[config.mk]
export PLATFORM = sky130hd
export DESIGN_NAME = gol_run_controller_flat
export DESIGN_NICKNAME = d
export VERILOG_FILES = /design/src/rtl/gol_run_controller_if.sv /design/src/rtl/gol_run_controller.sv /design/src/flat_wrapper.sv
export SDC_FILE = /design/constraint.sdc
export NUM_CORES = 1
export LEC_CHECK = 0
export CAP_MARGIN = 20
export CORE_ASPECT_RATIO = 1.1
export CORE_MARGIN = 5
export CORE_UTILIZATION = 40
export CTS_BUF_LIST = sky130_fd_sc_hd__clkbuf_2 sky130_fd_sc_hd__clkbuf_4 sky130_fd_sc_hd__clkbuf_8
export DETAILED_ROUTE_END_ITERATION = 8
export GPL_TIMING_DRIVEN = 1
export PLACE_DENSITY = 0.75
export REMOVE_ABC_BUFFERS = 1
export SYNTH_ARGS = -nofsm -noshare
export SYNTH_HDL_FRONTEND = slang
export SYNTH_SLANG_ARGS = --single-unit
[constraint.sdc]
create_clock -name ClkPort -period 5 [get_ports ClkPort]
set_input_delay 0.5 -clock ClkPort [delete_from_list [all_inputs] [get_ports ClkPort]]
set_output_delay 0.5 -clock ClkPort [all_outputs]
set_load 0.01 [all_outputs]
[src/rtl/gol_run_controller_if.sv]
// Engine handshake and board row-write port of the Game of Life run controller.
// The master side is the controller; the slave side is the engine and board.
interface gol_run_controller_if;
    logic        eng_start_o;
    logic        eng_busy_i;
    logic        eng_done_i;
    logic [8:0]  eng_births_i;
    logic        row_we_o;
    logic [3:0]  row_sel_o;
    logic [15:0] row_wdata_o;

    modport master (
        output eng_start_o,
        output row_we_o,
        output row_sel_o,
        output row_wdata_o,
        input  eng_busy_i,
        input  eng_done_i,
        input  eng_births_i
    );

    modport slave (
        input  eng_start_o,
        input  row_we_o,
        input  row_sel_o,
        input  row_wdata_o,
        output eng_busy_i,
        output eng_done_i,
        output eng_births_i
    );
endinterface

[src/rtl/gol_run_controller.sv]
// Game of Life run controller: turns button edges into edit / run / pause /
// single-step commands, owns the board row-write port while editing, paces the
// engine with a programmable tick and accumulates generation/birth statistics.
module gol_run_controller #(
    parameter int unsigned TICK_DIV = 50_000_000,
    parameter int unsigned ROWS     = 16
) (
    input  logic                        ClkPort,
    input  logic                        reset,
    input  logic                        btn_run_i,
    input  logic                        btn_step_i,
    input  logic                        btn_load_i,
    input  logic                        btn_up_i,
    input  logic                        btn_down_i,
    input  logic                        btn_edit_i,
    input  logic [15:0]                 row_data_i,
    gol_run_controller_if.master        ctl,
    output logic [3:0]                  edit_row_o,
    output logic [1:0]                  state_o,
    output logic [31:0]                 generation_cnt_o,
    output logic [31:0]                 birth_cnt_o
);

    localparam int unsigned    TW        = $clog2(TICK_DIV);
    localparam logic [TW-1:0]  TICK_LAST = TW'(TICK_DIV - 1);
    localparam logic [TW-1:0]  TICK_ONE  = TW'(1);
    localparam logic [3:0]     ROW_LAST  = 4'(ROWS - 1);

    typedef enum logic [1:0] {
        S_EDIT  = 2'd0,
        S_RUN   = 2'd1,
        S_PAUSE = 2'd2,
        S_STEP  = 2'd3
    } state_t;

    state_t          state_q;
    logic            ret_run_q;     // 1: return to RUN after the generation, 0: PAUSE
    logic [TW-1:0]   tick_q;
    logic [3:0]      edit_row_q;
    logic            start_q;
    logic            we_q;
    logic [15:0]     wdata_q;
    logic [31:0]     gen_cnt_q;
    logic [31:0]     birth_cnt_q;

    logic            run_q, step_q, load_q, up_q, down_q, edit_q;
    logic            run_edge, step_edge, load_edge, up_edge, down_edge, edit_edge;
    logic            gen_done;
    logic [32:0]     birth_sum;

    // Previous button samples; reset high so a button held through reset is inert
    always_ff @(posedge ClkPort or posedge reset) begin
        if (reset) begin
            run_q  <= 1'b1;
            step_q <= 1'b1;
            load_q <= 1'b1;
            up_q   <= 1'b1;
            down_q <= 1'b1;
            edit_q <= 1'b1;
        end else begin
            run_q  <= btn_run_i;
            step_q <= btn_step_i;
            load_q <= btn_load_i;
            up_q   <= btn_up_i;
            down_q <= btn_down_i;
            edit_q <= btn_edit_i;
        end
    end

    // Rising-edge detection and statistics arithmetic
    always_comb begin
        run_edge  = btn_run_i  & ~run_q;
        step_edge = btn_step_i & ~step_q;
        load_edge = btn_load_i & ~load_q;
        up_edge   = btn_up_i   & ~up_q;
        down_edge = btn_down_i & ~down_q;
        edit_edge = btn_edit_i & ~edit_q;
        gen_done  = (state_q == S_STEP) && ctl.eng_done_i;
        birth_sum = {1'b0, birth_cnt_q} + 33'(ctl.eng_births_i);
    end

    // Mode sequencer with registered start / row-write strobes
    always_ff @(posedge ClkPort or posedge reset) begin
        if (reset) begin
            state_q    <= S_EDIT;
            ret_run_q  <= 1'b0;
            tick_q     <= '0;
            edit_row_q <= '0;
            start_q    <= 1'b0;
            we_q       <= 1'b0;
            wdata_q    <= '0;
        end else begin
            start_q <= 1'b0;
            we_q    <= 1'b0;
            unique case (state_q)
                S_EDIT: begin
                    if (run_edge) begin
                        state_q    <= S_RUN;
                        tick_q     <= '0;
                        edit_row_q <= '0;
                    end else if (step_edge) begin
                        if (!ctl.eng_busy_i) begin
                            start_q   <= 1'b1;
                            state_q   <= S_STEP;
                            ret_run_q <= 1'b0;
                        end
                    end else if (load_edge) begin
                        we_q    <= 1'b1;
                        wdata_q <= row_data_i;
                    end else if (up_edge && !down_edge) begin
                        if (edit_row_q != 4'd0)
                            edit_row_q <= edit_row_q - 4'd1;
                    end else if (down_edge && !up_edge) begin
                        if (edit_row_q != ROW_LAST)
                            edit_row_q <= edit_row_q + 4'd1;
                    end
                end
                S_RUN: begin
                    if (run_edge) begin
                        state_q <= S_PAUSE;
                    end else if (tick_q == TICK_LAST) begin
                        // terminal count is held while the engine is still busy
                        if (!ctl.eng_busy_i) begin
                            start_q   <= 1'b1;
                            tick_q    <= '0;
                            state_q   <= S_STEP;
                            ret_run_q <= 1'b1;
                        end
                    end else begin
                        tick_q <= tick_q + TICK_ONE;
                    end
                end
                S_PAUSE: begin
                    if (run_edge) begin
                        state_q <= S_RUN;
                        tick_q  <= '0;
                    end else if (step_edge) begin
                        if (!ctl.eng_busy_i) begin
                            start_q   <= 1'b1;
                            state_q   <= S_STEP;
                            ret_run_q <= 1'b0;
                        end
                    end else if (edit_edge) begin
                        state_q <= S_EDIT;
                    end
                end
                S_STEP: begin
                    // a run edge arriving with done still redirects this return
                    if (run_edge)
                        ret_run_q <= 1'b0;
                    if (ctl.eng_done_i)
                        state_q <= (ret_run_q && !run_edge) ? S_RUN : S_PAUSE;
                end
            endcase
        end
    end

    // Saturating generation and birth statistics
    always_ff @(posedge ClkPort or posedge reset) begin
        if (reset) begin
            gen_cnt_q   <= '0;
            birth_cnt_q <= '0;
        end else if (gen_done) begin
            if (gen_cnt_q != '1)
                gen_cnt_q <= gen_cnt_q + 32'd1;
            birth_cnt_q <= birth_sum[32] ? '1 : birth_sum[31:0];
        end
    end

    assign ctl.eng_start_o = start_q;
    assign ctl.row_we_o    = we_q;
    assign ctl.row_sel_o   = edit_row_q;
    assign ctl.row_wdata_o = wdata_q;
    assign edit_row_o       = edit_row_q;
    assign state_o          = state_q;
    assign generation_cnt_o = gen_cnt_q;
    assign birth_cnt_o      = birth_cnt_q;

endmodule

[src/flat_wrapper.sv]
// flat-port wrapper written by rule: the top's interface ports become plain ports
module gol_run_controller_flat 
#(
    parameter int unsigned TICK_DIV = 50_000_000,
    parameter int unsigned ROWS     = 16
)
  (ClkPort, reset, btn_run_i, btn_step_i, btn_load_i, btn_up_i, btn_down_i, btn_edit_i, row_data_i, edit_row_o, state_o, generation_cnt_o, birth_cnt_o, ctl_eng_start_o, ctl_row_we_o, ctl_row_sel_o, ctl_row_wdata_o, ctl_eng_busy_i, ctl_eng_done_i, ctl_eng_births_i);
  gol_run_controller_if ctl_i ();
  input  logic ClkPort;
  input  logic reset;
  input  logic btn_run_i;
  input  logic btn_step_i;
  input  logic btn_load_i;
  input  logic btn_up_i;
  input  logic btn_down_i;
  input  logic btn_edit_i;
  input  logic [15:0] row_data_i;
  output logic [3:0] edit_row_o;
  output logic [1:0] state_o;
  output logic [31:0] generation_cnt_o;
  output logic [31:0] birth_cnt_o;
  output wire logic [$bits(ctl_i.eng_start_o)-1:0] ctl_eng_start_o;
  output wire logic [$bits(ctl_i.row_we_o)-1:0] ctl_row_we_o;
  output wire logic [$bits(ctl_i.row_sel_o)-1:0] ctl_row_sel_o;
  output wire logic [$bits(ctl_i.row_wdata_o)-1:0] ctl_row_wdata_o;
  input wire logic [$bits(ctl_i.eng_busy_i)-1:0] ctl_eng_busy_i;
  input wire logic [$bits(ctl_i.eng_done_i)-1:0] ctl_eng_done_i;
  input wire logic [$bits(ctl_i.eng_births_i)-1:0] ctl_eng_births_i;
  assign ctl_eng_start_o = ctl_i.eng_start_o;
  assign ctl_row_we_o = ctl_i.row_we_o;
  assign ctl_row_sel_o = ctl_i.row_sel_o;
  assign ctl_row_wdata_o = ctl_i.row_wdata_o;
  assign ctl_i.eng_busy_i = ctl_eng_busy_i;
  assign ctl_i.eng_done_i = ctl_eng_done_i;
  assign ctl_i.eng_births_i = ctl_eng_births_i;
  gol_run_controller #(.TICK_DIV(TICK_DIV), .ROWS(ROWS)) u_core (.ClkPort(ClkPort), .reset(reset), .btn_run_i(btn_run_i), .btn_step_i(btn_step_i), .btn_load_i(btn_load_i), .btn_up_i(btn_up_i), .btn_down_i(btn_down_i), .btn_edit_i(btn_edit_i), .row_data_i(row_data_i), .ctl(ctl_i), .edit_row_o(edit_row_o), .state_o(state_o), .generation_cnt_o(generation_cnt_o), .birth_cnt_o(birth_cnt_o));
endmodule
[Word-level counts from Yosys, hierarchy flattened]
Index checks and enable logic that the tools add are counted.
Storage, ports and cells
  output and inout bits: 92
  input port bits: 35
  register bits: 121
  word-level logic and storage cells: 117
Operators by class
  equality and inequality tests: 22
  add/subtract/negate cells: 5
  bitwise operators: 14
  reduce and logical (&&, ||, !) cells: 19
  multiplexer cells: 42
Operators by type and width (count)
  $mux W26: 4
  $pmux W26 S2: 1
  $add A32 B9 Y33: 1
  $add A32 B1 Y32 const B: 1
  $mux W32: 1
  $ne A32 B32 Y1 const B: 1
  $mux W4: 7
  $add A26 B1 Y26 const B: 1
  $eq A26 B26 Y1 const B: 1
  $mux W2: 10
  $mux W1: 16
  $ne A2 B1 Y1 const B: 6
  $reduce_and A4 Y1: 3
  $ne A2 B2 Y1 const B: 5
  $not A1 Y1: 8
  $pmux W2 S4: 1
  $reduce_and A7 Y1: 1
  $and A1 B1 Y1: 6
  $ne A3 B1 Y1 const B: 2
  $reduce_and A6 Y1: 1
  $reduce_bool A3 Y1: 2
  $add A4 B1 Y4 const B: 1
  $eq A2 B2 Y1 const B: 2
  $logic_and A1 B1 Y1: 4
  other kinds (14): 16

[Logic depth before layout (Yosys ltp)]
Gate-level depths: netlist of run 1.
  depth in word-level cells: 9
  mapped depth: 9
  gate-level depth less buffers: 8

[Worst setup path after synthesis of run 1]
Ideal clock, no wire load.
  path type: input port to flip-flop
  start: input ctl_eng_births_i[0]
  end: register u_core.birth_cnt_q[22] (netlist: u_core.birth_cnt_o[22])
  setup time: 0.082 ns
  buffers on the path: 1
  arrival: 2.445 ns
  cell stages on the path: 9
  setup slack: 2.474 ns
  cells stage by stage: ha_1 fa_1 a21o_1 a221o_1 a21o_1 and2_2 buf_2 and3_1 a31oi_1
On the way
  longest elaborated chain between the ends: 2
RTL lines
  start, declared: line flat_wrapper.sv:28  | input wire logic [$bits(ctl_i.eng_births_i)-1:0] ctl_eng_births_i;
  $add A32 B9 Y33: line gol_run_controller.sv:79  | birth_sum = {1'b0, birth_cnt_q} + 33'(ctl.eng_births_i);
  $mux W32: line gol_run_controller.sv:166  | birth_cnt_q <= birth_sum[32] ? '1 : birth_sum[31:0];
  end signal, assigned: line gol_run_controller.sv:166
  end, declared: line gol_run_controller.sv:44  | logic [31:0] birth_cnt_q;
Every way passes these cells.
A chain may end at the register's enable or synchronous reset.

[Worst setup path in the final report of run 1]
  start: input ctl_eng_births_i[0]
  end: register u_core.birth_cnt_q[21] (netlist: u_core.birth_cnt_o[21])
Same word-level chain as after synthesis.

==> impl_metrics.toml, run 1 <==
[status]
status = "finished, final reports clean"

[synth]
ys_seq_elements = 121
synthArstFlopShare = 1.000
syn_avg_cell_area_um2 = 9.558
synth_top_cell_area_share = 0.4528
synth_enable_flop_cells = 0
syn_area_um2 = 6356
synthFlopType = "dfrtp_1"
synth_area_leaders = "dfrtp_1, nand2_1, xnor2_1"
yosys_warnings = 0
synthCells = 665
yosysUniqueCellTypes = 61
seq_area_frac_synth = 0.4776
synth_top_area_cell = "dfrtp_1"

[layout]
synthToLayoutAreaGrowth_pct = 27.62
diodes = 0
drive_gt1_frac = 0.08344
instances_no_fill = 1003
regArea_um2 = 3035
multiInputGateArea_um2 = 3123
final_nets = 843
design_area_um2 = 8112
nFillCells = 1424

[pwr]
clkPwrFrac = 0.239
vdd_drop_max_mv = 0.2312
power.switching_mw = 1.108
seqPwrFrac = 0.413
pwr-share-comb = 0.348
swShare = 0.3378
power_mw = 3.279
p_per_area_nw_per_um2 = 404.2
p_leak_nw = 3.520
p_int_mw = 2.171

[routing]
vias = 5332
wl_per_cell_um = 15.23
drtAntennaViolNets = 0
initialDrtViolationCount = 351
drt-vias-per-instance = 5.316
drc = 0
first_pass_iters = 5
wl_mm = 15.27

[worst_setup_path]
crit_fanout = 24
path_class = "in -> reg"
cp_num_buf_inv = 1
r2r-start = "u_core.birth_cnt_o[0]$_DFFE_PP0P_"
worst_path_max_delay_cell = "clkdlybuf4s50_1"
worstPathRequired_ps = 5290
critPathArrivalTime_ps = 2980
critPathLaunch = "ctl_eng_births_i[0]"
cp-start-kind = "input pin"
slowest_delay_ps = 410
crit_path_end_kind = "register"
critPathMostFrequentCell = "a21o_1"
crit_chain = "clkdlybuf4s50_1, ha_1, fa_1, a21o_1, a221o_1, a21o_1, and2_2, nand2b_4, o21ai_0"
cp_top_family = "compound AO/OA/AOI/OAI gates"

[clocking]
cts_tree = "yes"
cts.sinks = 121
cts_resized = 0
clk_latency_ps = 430
cts_setup_buffers = 0
holdBufCountCts = 0
clockBufferDepth = 2
cts-root-buf = "clkbuf_8"
numCtsBuffers = 17
clk_pin_slew_ps = 70
htreeDepth = 4

[placed_design]
dpl.hpwl_mm = 11.20
routabilityCongestion = 0.8471
dp.cells = 973
place.port_buffers = 126
placed_area_um2 = 7762

[sta]
whs_ps = 405.8
finalSetupTns_ps = 0
rsz0062_at_grt = "false"
finalMaxSlewViolations = 0
hold_violations = 0
setup_violations = 0
period_share = 0.5383
skew_ps = 8.793
min_period_ps = 2692
slew_headroom = 0.3454
fmax_mhz = 371.5
worst_slew_pin_slew_ps = 971.6

[global_route]
grt_max_degree = 52
antenna_found_initial = 0
globalRouteOverflowTotal = 0
grtUsageTotal = 0.1697
grt_pass1_vias = 5128
grt_pass1_wl_mm = 25.29

[die]
design.core.area_um2 = 15680
die-height_um = 142.2
row_count = 48
start_util = 0.4055
ios = 127
die_area_um2 = 18510
die_w_um = 130.2

[flow_run]
drv_cap = 0

[hold_path]
hold_class = "in -> async"
==> layout by cell type, fill, tap and decap left out, types with 5 or more instances in the layout <==
master and count:
clkdlybuf4s50_1 126, nand2_1 119, dfrtp_1 115, nor2_1 59, xnor2_1 42, nand3_1 40, xor2_1 22, clkbuf_8 21
a21oi_1 20, nand4_1 19, o21ai_0 17, and3_1 14, inv_1 14, ha_1 14, and4_1 12, nor3_1 10
nor2b_1 8, o31ai_1 8, a31oi_1 8, nor4_1 7, nand2b_1 6, o211ai_1 6, clkbuf_4 6, dfstp_2 6
and2_1 5, a211oi_1 5, or3_1 5, a21o_1 5, mux2_2 5, o211ai_2 5
==> Yosys cell counts (all sizes together) (10+ instances only) <==
| library cell | number |
|---|---|
| nand2 | 119 |
| dfrtp | 115 |
| nor2 | 60 |
| nand3 | 43 |
| xnor2 | 42 |
| xor2 | 22 |
| a21oi | 20 |
| nand4 | 19 |
| o21ai | 19 |
| inv | 16 |
| and3 | 14 |
| ha | 14 |
| buf | 13 |
| and4 | 12 |
| o211ai | 11 |
| nor3 | 10 |
==> per-layer routing <==
layer | track usage | wire [µm]
met1 | 0.2244 | 6733
met2 | 0.2577 | 6837
met3 | 0.07132 | 1534
met4 | 0.04431 | 168
met5 | 0 | 0
==> kinds of logic after synthesis <==
kind of cell    share of synthesized area
buf+inv                           0.03110
xor+xnor                          0.08819
fa+ha+maj                         0.03386
mux                               0.01201
simple gates                       0.2520
compound gates                     0.1053
flops                              0.4776
==> layout make-up <==
| cell class | instances | share of cell area |
|---|---|---|
| timing repair buffer | 130 | 0.1592 |
| clock inverter | 3 | 0.001851 |
| clock buffer | 27 | 0.04118 |
| sequential | 121 | 0.3742 |
| multi-input combinational | 506 | 0.3850 |
| inverter | 16 | 0.007712 |
| tap | 200 | 0.03085 |
==> worst paths after layout <==
kind | to | slack, ps | cells after the start
hold reg to reg | u_core.ctl.row_wdata_o[1]$_DFFE_PP0P_ | 470 | 2
max in group asynchronous | u_core.birth_cnt_o[10]$_DFFE_PP0P_ | 3630 | 3
hold / removal | u_core.tick_q[13]$_DFFE_PP0P_ | 410 | 2
setup reg to reg | u_core.birth_cnt_o[21]$_DFFE_PP0P_ | 2380 | 8
setup / recovery | u_core.birth_cnt_o[21]$_DFFE_PP0P_ | 2310 | 9
min in group ClkPort | u_core.ctl.row_wdata_o[1]$_DFFE_PP0P_ | 470 | 2
==> flip-flops by register name (all words and copies together) (netlist names), 2 cells and up <==
register	count
u_core.ctl.row_sel_o	4
u_core.tick_q	26
u_core.generation_cnt_o	32
u_core.state_o	2
u_core.ctl.row_wdata_o	16
u_core.birth_cnt_o	32
==> power groups by stage <==
stage | clock [mW] | sequential [mW] | combinational, mW
after floorplan | 0 | 1.41 | 0.563
after global placement | 0 | 1.36 | 1.13
after detailed placement | 0 | 1.37 | 1.15
after CTS | 0.816 | 1.35 | 1.15
after global routing | 0.856 | 1.39 | 1.26
final | 0.784 | 1.35 | 1.14
==> through the flow <==
step / setup slack [ps] / utilization
6_report: 2308 / 0.5175
5_1_grt: 2221 / 0.5175
4_1_cts: 2328 / 0.5175
3_5_place_dp: 1876 / 0.4952
3_3_place_gp: 1904 / 0.4952
2_1_floorplan: 1296 / -
No activity file was read; power rests on OpenSTA's default activity.
==> run 2: changes to the inputs <==
--- a/config.mk
+++ b/config.mk
@@ -12,7 +12,7 @@
 export CTS_BUF_LIST = sky130_fd_sc_hd__clkbuf_2 sky130_fd_sc_hd__clkbuf_4 sky130_fd_sc_hd__clkbuf_8
 export DETAILED_ROUTE_END_ITERATION = 8
 export GPL_TIMING_DRIVEN = 1
-export PLACE_DENSITY = 0.75
+export PLACE_DENSITY = 0.77
 export REMOVE_ABC_BUFFERS = 1
 export SYNTH_ARGS = -nofsm -noshare
 export SYNTH_HDL_FRONTEND = slang
==> constraint.sdc (replaced) <==
create_clock -name ClkPort -period 2.42 [get_ports ClkPort]
set_input_delay 0.242 -clock ClkPort [delete_from_list [all_inputs] [get_ports ClkPort]]
set_output_delay 0.242 -clock ClkPort [all_outputs]
set_load 0.01 [all_outputs]
==> run 2 against run 1 <==
Effect of this change:
- worst setup slack got worse by 2200 ps
- count of clock-buffer cells in the layout decreased by 8
- sequential share of layout area decreased by 1.9 points
- clock power increased by 110%
- combinational power increased by 140%
- power increased by 120%
- clock skew increased by 1.3 ps
- sequential cell count unchanged
- sequential power increased by 110%
- utilization increased by 2.7 points
- critical path type is now reg -> reg
- critical endpoint is now u_core.birth_cnt_o[18]$_DFFE_PP0P_
- largest power group unchanged
==> impl_metrics.toml, run 2 (synthesized netlist as in run 1, its figures left out) <==
[clocking]
clk_latency_ps = 440
cts.sinks = 121
clk_pin_slew_ps = 70
cts_tree = "yes"
clockBufferDepth = 2
numCtsBuffers = 17
htreeDepth = 4
cts-root-buf = "clkbuf_8"

[sta]
slew_headroom = 0.6276
period_share = 0.9605
fmax_mhz = 430.2
setup_ws_ps = 95.63
hold_violations = 0
rsz0062_at_grt = "false"
finalSetupTns_ps = 0
min_period_ps = 2324
worst_slew_pin_slew_ps = 544.5
skew_ps = 10.10
finalMaxSlewViolations = 0
whs_ps = 188.5
setup_violations = 0

[worst_setup_path]
r2r-start = "u_core.birth_cnt_o[0]$_DFFE_PP0P_"
cp-start-kind = "register"
r2r_slack_ps = 100
crit_path_end_kind = "register"
critPathLaunch = "u_core.birth_cnt_o[0]$_DFFE_PP0P_"
critPathArrivalTime_ps = 2660
path_class = "reg -> reg"
crit_fanout = 8
rr_endpoint = "u_core.birth_cnt_o[18]$_DFFE_PP0P_"
r2r_cells = 8
worstPathRequired_ps = 2750

[placed_design]
dp.cells = 1016
routabilityCongestion = 0.8793
placed_area_um2 = 8135
dpl.hpwl_mm = 11.98
place.port_buffers = 126
pre_cts_ws_ps = -371.9

[routing]
initialDrtViolationCount = 355
first_pass_iters = 6
vias = 5523
drc = 0
wl_per_cell_um = 15.17
drt-vias-per-instance = 5.270
wl_mm = 15.89
drtAntennaViolNets = 0

[die]
die_area_um2 = 18510
ios = 127
design.core.area_um2 = 15680
row_count = 48
start_util = 0.4055
die_w_um = 130.2
die-height_um = 142.2

[hold_path]
hold_class = "in -> async"

[layout]
final_common_cell = "clkdlybuf4s50_1"
mostFrequentLayoutCells = "clkdlybuf4s50_1, nand2_1, dfrtp_1, nor2_1, buf_4"
instances_no_fill = 1048
regArea_um2 = 3035
drive_gt1_frac = 0.1415
nFillCells = 1376
design_area_um2 = 8542
diodes = 0
final_nets = 887
synthToLayoutAreaGrowth_pct = 34.39
multiInputGateArea_um2 = 3163

[pwr]
p_per_area_nw_per_um2 = 834.0
vdd_drop_max_mv = 0.5529
p_leak_nw = 3.732

[flow_run]
drv_cap = 0

[global_route]
globalRouteOverflowTotal = 0
grt_max_degree = 39
grt_pass1_wl_mm = 27.02
grtUsageTotal = 0.1796
grt_pass1_vias = 5620
antenna_found_initial = 0

[status]
status = "finished, final reports clean"
[run 2: changes by cell type in the layout (fill, tap and decap cells not counted), moves of 2 or more]
cell        before  now
buf_4            4   44
clkbuf_4         6    1
o21ai_1          0    2
nand3_1         40   38
o21ai_0         17   15
clkbuf_8        21   18
nand3_2          2    4
clkinvlp_4       0    6
buf_12           0    4
[run 2: worst max path at each step]
stage,slack (ps),depth (start not counted),to
CTS,3,8,u_core.birth_cnt_o[18]$_DFFE_PP0P_
detailed placement,-370,9,u_core.birth_cnt_o[18]$_DFFE_PP0P_
floorplan,-1030,1,u_core.birth_cnt_o[0]$_DFFE_PP0P_
global placement,-360,9,u_core.birth_cnt_o[18]$_DFFE_PP0P_
finish,100,8,u_core.birth_cnt_o[18]$_DFFE_PP0P_
global route,7,8,u_core.birth_cnt_o[29]$_DFFE_PP0P_
[run 2: cell type report]
cell class / count / area share
Tap cell: 200 / 0.02930
Inverter: 16 / 0.007324
Clock buffer: 19 / 0.02988
Clock inverter: 12 / 0.01216
Sequential cell: 121 / 0.3554
Multi-Input combinational cell: 506 / 0.3703
Timing Repair Buffer: 174 / 0.1957
[run 2: stage by stage]
step	power [mW]	util
floorplan	4.077	-
global placement	5.400	0.5190
detailed placement	5.466	0.5190
CTS	7.185	0.5424
global route	7.629	0.5449
finish	7.124	0.5449
[run 2: repair_timing]
action,CTS,global route
setup endpoints to repair,6,29
setup buffers,0,1
hold buffers,0,0
resized for setup,2,9
pin swaps,0,1
[run 2: critical path, cell delays in order, from the launching register on]
cell	delay, ps
dfrtp_1	390
ha_2	190
fa_2	350
a21o_1	200
a221o_1	330
a21o_1	200
and2_4	180
nand3_2	70
mux2_2	320
[run 2: power by group]
part           internal (mW)  switching (mW)
sequential              2.39           0.374
clock                  0.834           0.828
combinational           1.45            1.24
total                   4.68            2.44
[run 2: layer usage]
layer / share of wire / GRT usage / vias to the layer above
li1: - / - / 2679
met4: 0.0069 / 0.04267 / 0
met3: 0.073 / 0.05480 / 13
met2: 0.48 / 0.2950 / 151
met1: 0.44 / 0.2331 / 2680
met5: 0 / 0 / -
==> run 3: changes to the inputs <==
--- a/config.mk
+++ b/config.mk
@@ -7,9 +7,10 @@
 export LEC_CHECK = 0
 export CAP_MARGIN = 20
 export CORE_ASPECT_RATIO = 1.1
-export CORE_MARGIN = 5
+export CORE_MARGIN = 3
 export CORE_UTILIZATION = 40
 export CTS_BUF_LIST = sky130_fd_sc_hd__clkbuf_2 sky130_fd_sc_hd__clkbuf_4 sky130_fd_sc_hd__clkbuf_8
+export CTS_CLUSTER_SIZE = 20
 export DETAILED_ROUTE_END_ITERATION = 8
 export GPL_TIMING_DRIVEN = 1
 export PLACE_DENSITY = 0.77
==> run 3 against run 2 <==
Effect of this change:
- sequential share of layout area down 0.18 points
- die area down 5.8%
- clock power down 3%
- sequential power about the same
- cell area up 0.50%
- critical path depth unchanged
- cell count down 0.29%
- sequential cell count unchanged
- maximum frequency down 2.1%
- power down 1.1%
- critical endpoint unchanged
==> impl_metrics.toml, run 3 (synthesized netlist as in run 1, its figures left out) <==
[routing]
vias = 5515
drc = 0
initialDrtViolationCount = 365
drtAntennaViolNets = 0
first_pass_iters = 5
wl_per_cell_um = 15.11
drt-vias-per-instance = 5.278
wl_mm = 15.80

[sta]
skew_ps = 10.38
setup_ws_ps = 46.43
min_period_ps = 2374
finalMaxSlewViolations = 0
setup_violations = 0
rsz0062_at_grt = "true"
worst_slew_pin_slew_ps = 544.0
period_share = 0.9808
slew_headroom = 0.6322
fmax_mhz = 421.3
hold_violations = 0

[global_route]
globalRouteOverflowTotal = 0
antenna_found_initial = 0
grtUsageTotal = 0.1838
grt_max_degree = 40
grt_pass1_wl_mm = 26.71
grt_pass1_vias = 5490

[layout]
diodes = 0
nFillCells = 1396
drive_gt1_frac = 0.1449
synthToLayoutAreaGrowth_pct = 35.06
final_nets = 889
instances_no_fill = 1045
final_common_cell = "clkdlybuf4s50_1"
mostFrequentLayoutCells = "clkdlybuf4s50_1, nand2_1, dfrtp_1, nor2_1, buf_4"

[pwr]
p_per_area_nw_per_um2 = 820.8
vdd_drop_max_mv = 0.4742
power_mw = 7.046
p_leak_nw = 3.763

[clocking]
clk_pin_slew_ps = 70
cts.sinks = 121
numCtsBuffers = 17
clk_latency_ps = 430
cts_setup_buffers = 0
htreeDepth = 4
clockBufferDepth = 2
cts_tree = "yes"
cts-root-buf = "clkbuf_8"

[worst_setup_path]
critPathArrivalTime_ps = 2690
crit_fanout = 7
worst_path_max_delay_cell = "dfrtp_1"
r2r_cells = 8
r2r_slack_ps = 50
worstPathRequired_ps = 2740
cp-start-kind = "register"
rr_endpoint = "u_core.birth_cnt_o[18]$_DFFE_PP0P_"
r2r-start = "u_core.birth_cnt_o[0]$_DFFE_PP0P_"
cp_top_family = "compound AO/OA/AOI/OAI gates"
slowest_delay_ps = 420
cp_num_buf_inv = 0
path_class = "reg -> reg"
crit_path_end_kind = "register"
crit_chain = "ha_4, fa_2, a21o_1, a221o_1, a21o_1, and2_4, nand3_2, mux2_4"
critPathMostFrequentCell = "a21o_1"

[die]
design.core.area_um2 = 15290
die_area_um2 = 17440
row_count = 47
die-height_um = 138.2
start_util = 0.4157
ios = 127
die_w_um = 126.2

[placed_design]
place.port_buffers = 126
dp.cells = 1015
pre_cts_ws_ps = -387.3
routabilityCongestion = 0.8619
dpl.hpwl_mm = 11.78

[hold_path]
hold_class = "in -> async"

[flow_run]
drv_cap = 0

[status]
status = "finished, final reports clean"
run 3: cell count changes in the layout (fill, tap and decap cells not counted), sizes merged:
| cell | delta |
|---|---|
| clkbuf | +4 |
| buf | +2 |
| clkinv | -2 |
| clkinvlp | -2 |
| bufinv | -1 |
run 3: final cells by class:
class,instances,area [µm²],share of cell area
clock inverters,7,45.04,0.005247
well taps,196,245.2,0.02857
inverters,16,62.56,0.007288
flip-flops and latches,121,3035,0.3536
repair buffers,176,1690,0.1969
clock buffers,23,304.0,0.03542
multi-input cells,506,3202,0.3730
run 3: per-stage QoR:
stage               hold WS [ps]  utilization  instance area (µm²)  setup TNS [ps]
floorplan                  246.5            -                 6218         -119480
global placement           456.8       0.5332                 8153           -8284
detailed placement         462.6       0.5332                 8153           -9394
CTS                        199.8       0.5563                 8506               0
global route               215.3       0.5615                 8584          -54.17
finish                     205.4       0.5615                 8584               0
run 3: worst max path at each step:
stage,start,end,depth (start not counted)
after floorplan,reset,u_core.birth_cnt_o[0]$_DFFE_PP0P_,1
after global placement,ctl_eng_births_i[0],u_core.birth_cnt_o[18]$_DFFE_PP0P_,9
after detailed placement,ctl_eng_births_i[0],u_core.birth_cnt_o[18]$_DFFE_PP0P_,9
after CTS,u_core.birth_cnt_o[0]$_DFFE_PP0P_,u_core.birth_cnt_o[18]$_DFFE_PP0P_,8
after global routing,u_core.birth_cnt_o[0]$_DFFE_PP0P_,u_core.birth_cnt_o[7]$_DFFE_PP0P_,9
final,u_core.birth_cnt_o[0]$_DFFE_PP0P_,u_core.birth_cnt_o[18]$_DFFE_PP0P_,8
run 3: layer usage:
layer  track usage  routed length, µm
met1        0.2423               7086
met2        0.2964               7540
met5             0                  0
met3       0.06134               1068
met4       0.04065                 99
run 3: where the power goes:
group / switching [mW] / leakage (nW) / internal (mW)
sequential: 0.372 / 1.59 / 2.39
clock: 0.792 / 0.173 / 0.822
combinational: 1.23 / 2.00 / 1.43
run 3: timing repair:
| action | in CTS | in global routing |
|---|---|---|
| resized for setup | 2 | 13 |
| hold buffers | 0 | 0 |
| pin swaps | 0 | 6 |
| endpoints found under the setup margin | 16 | 12 |
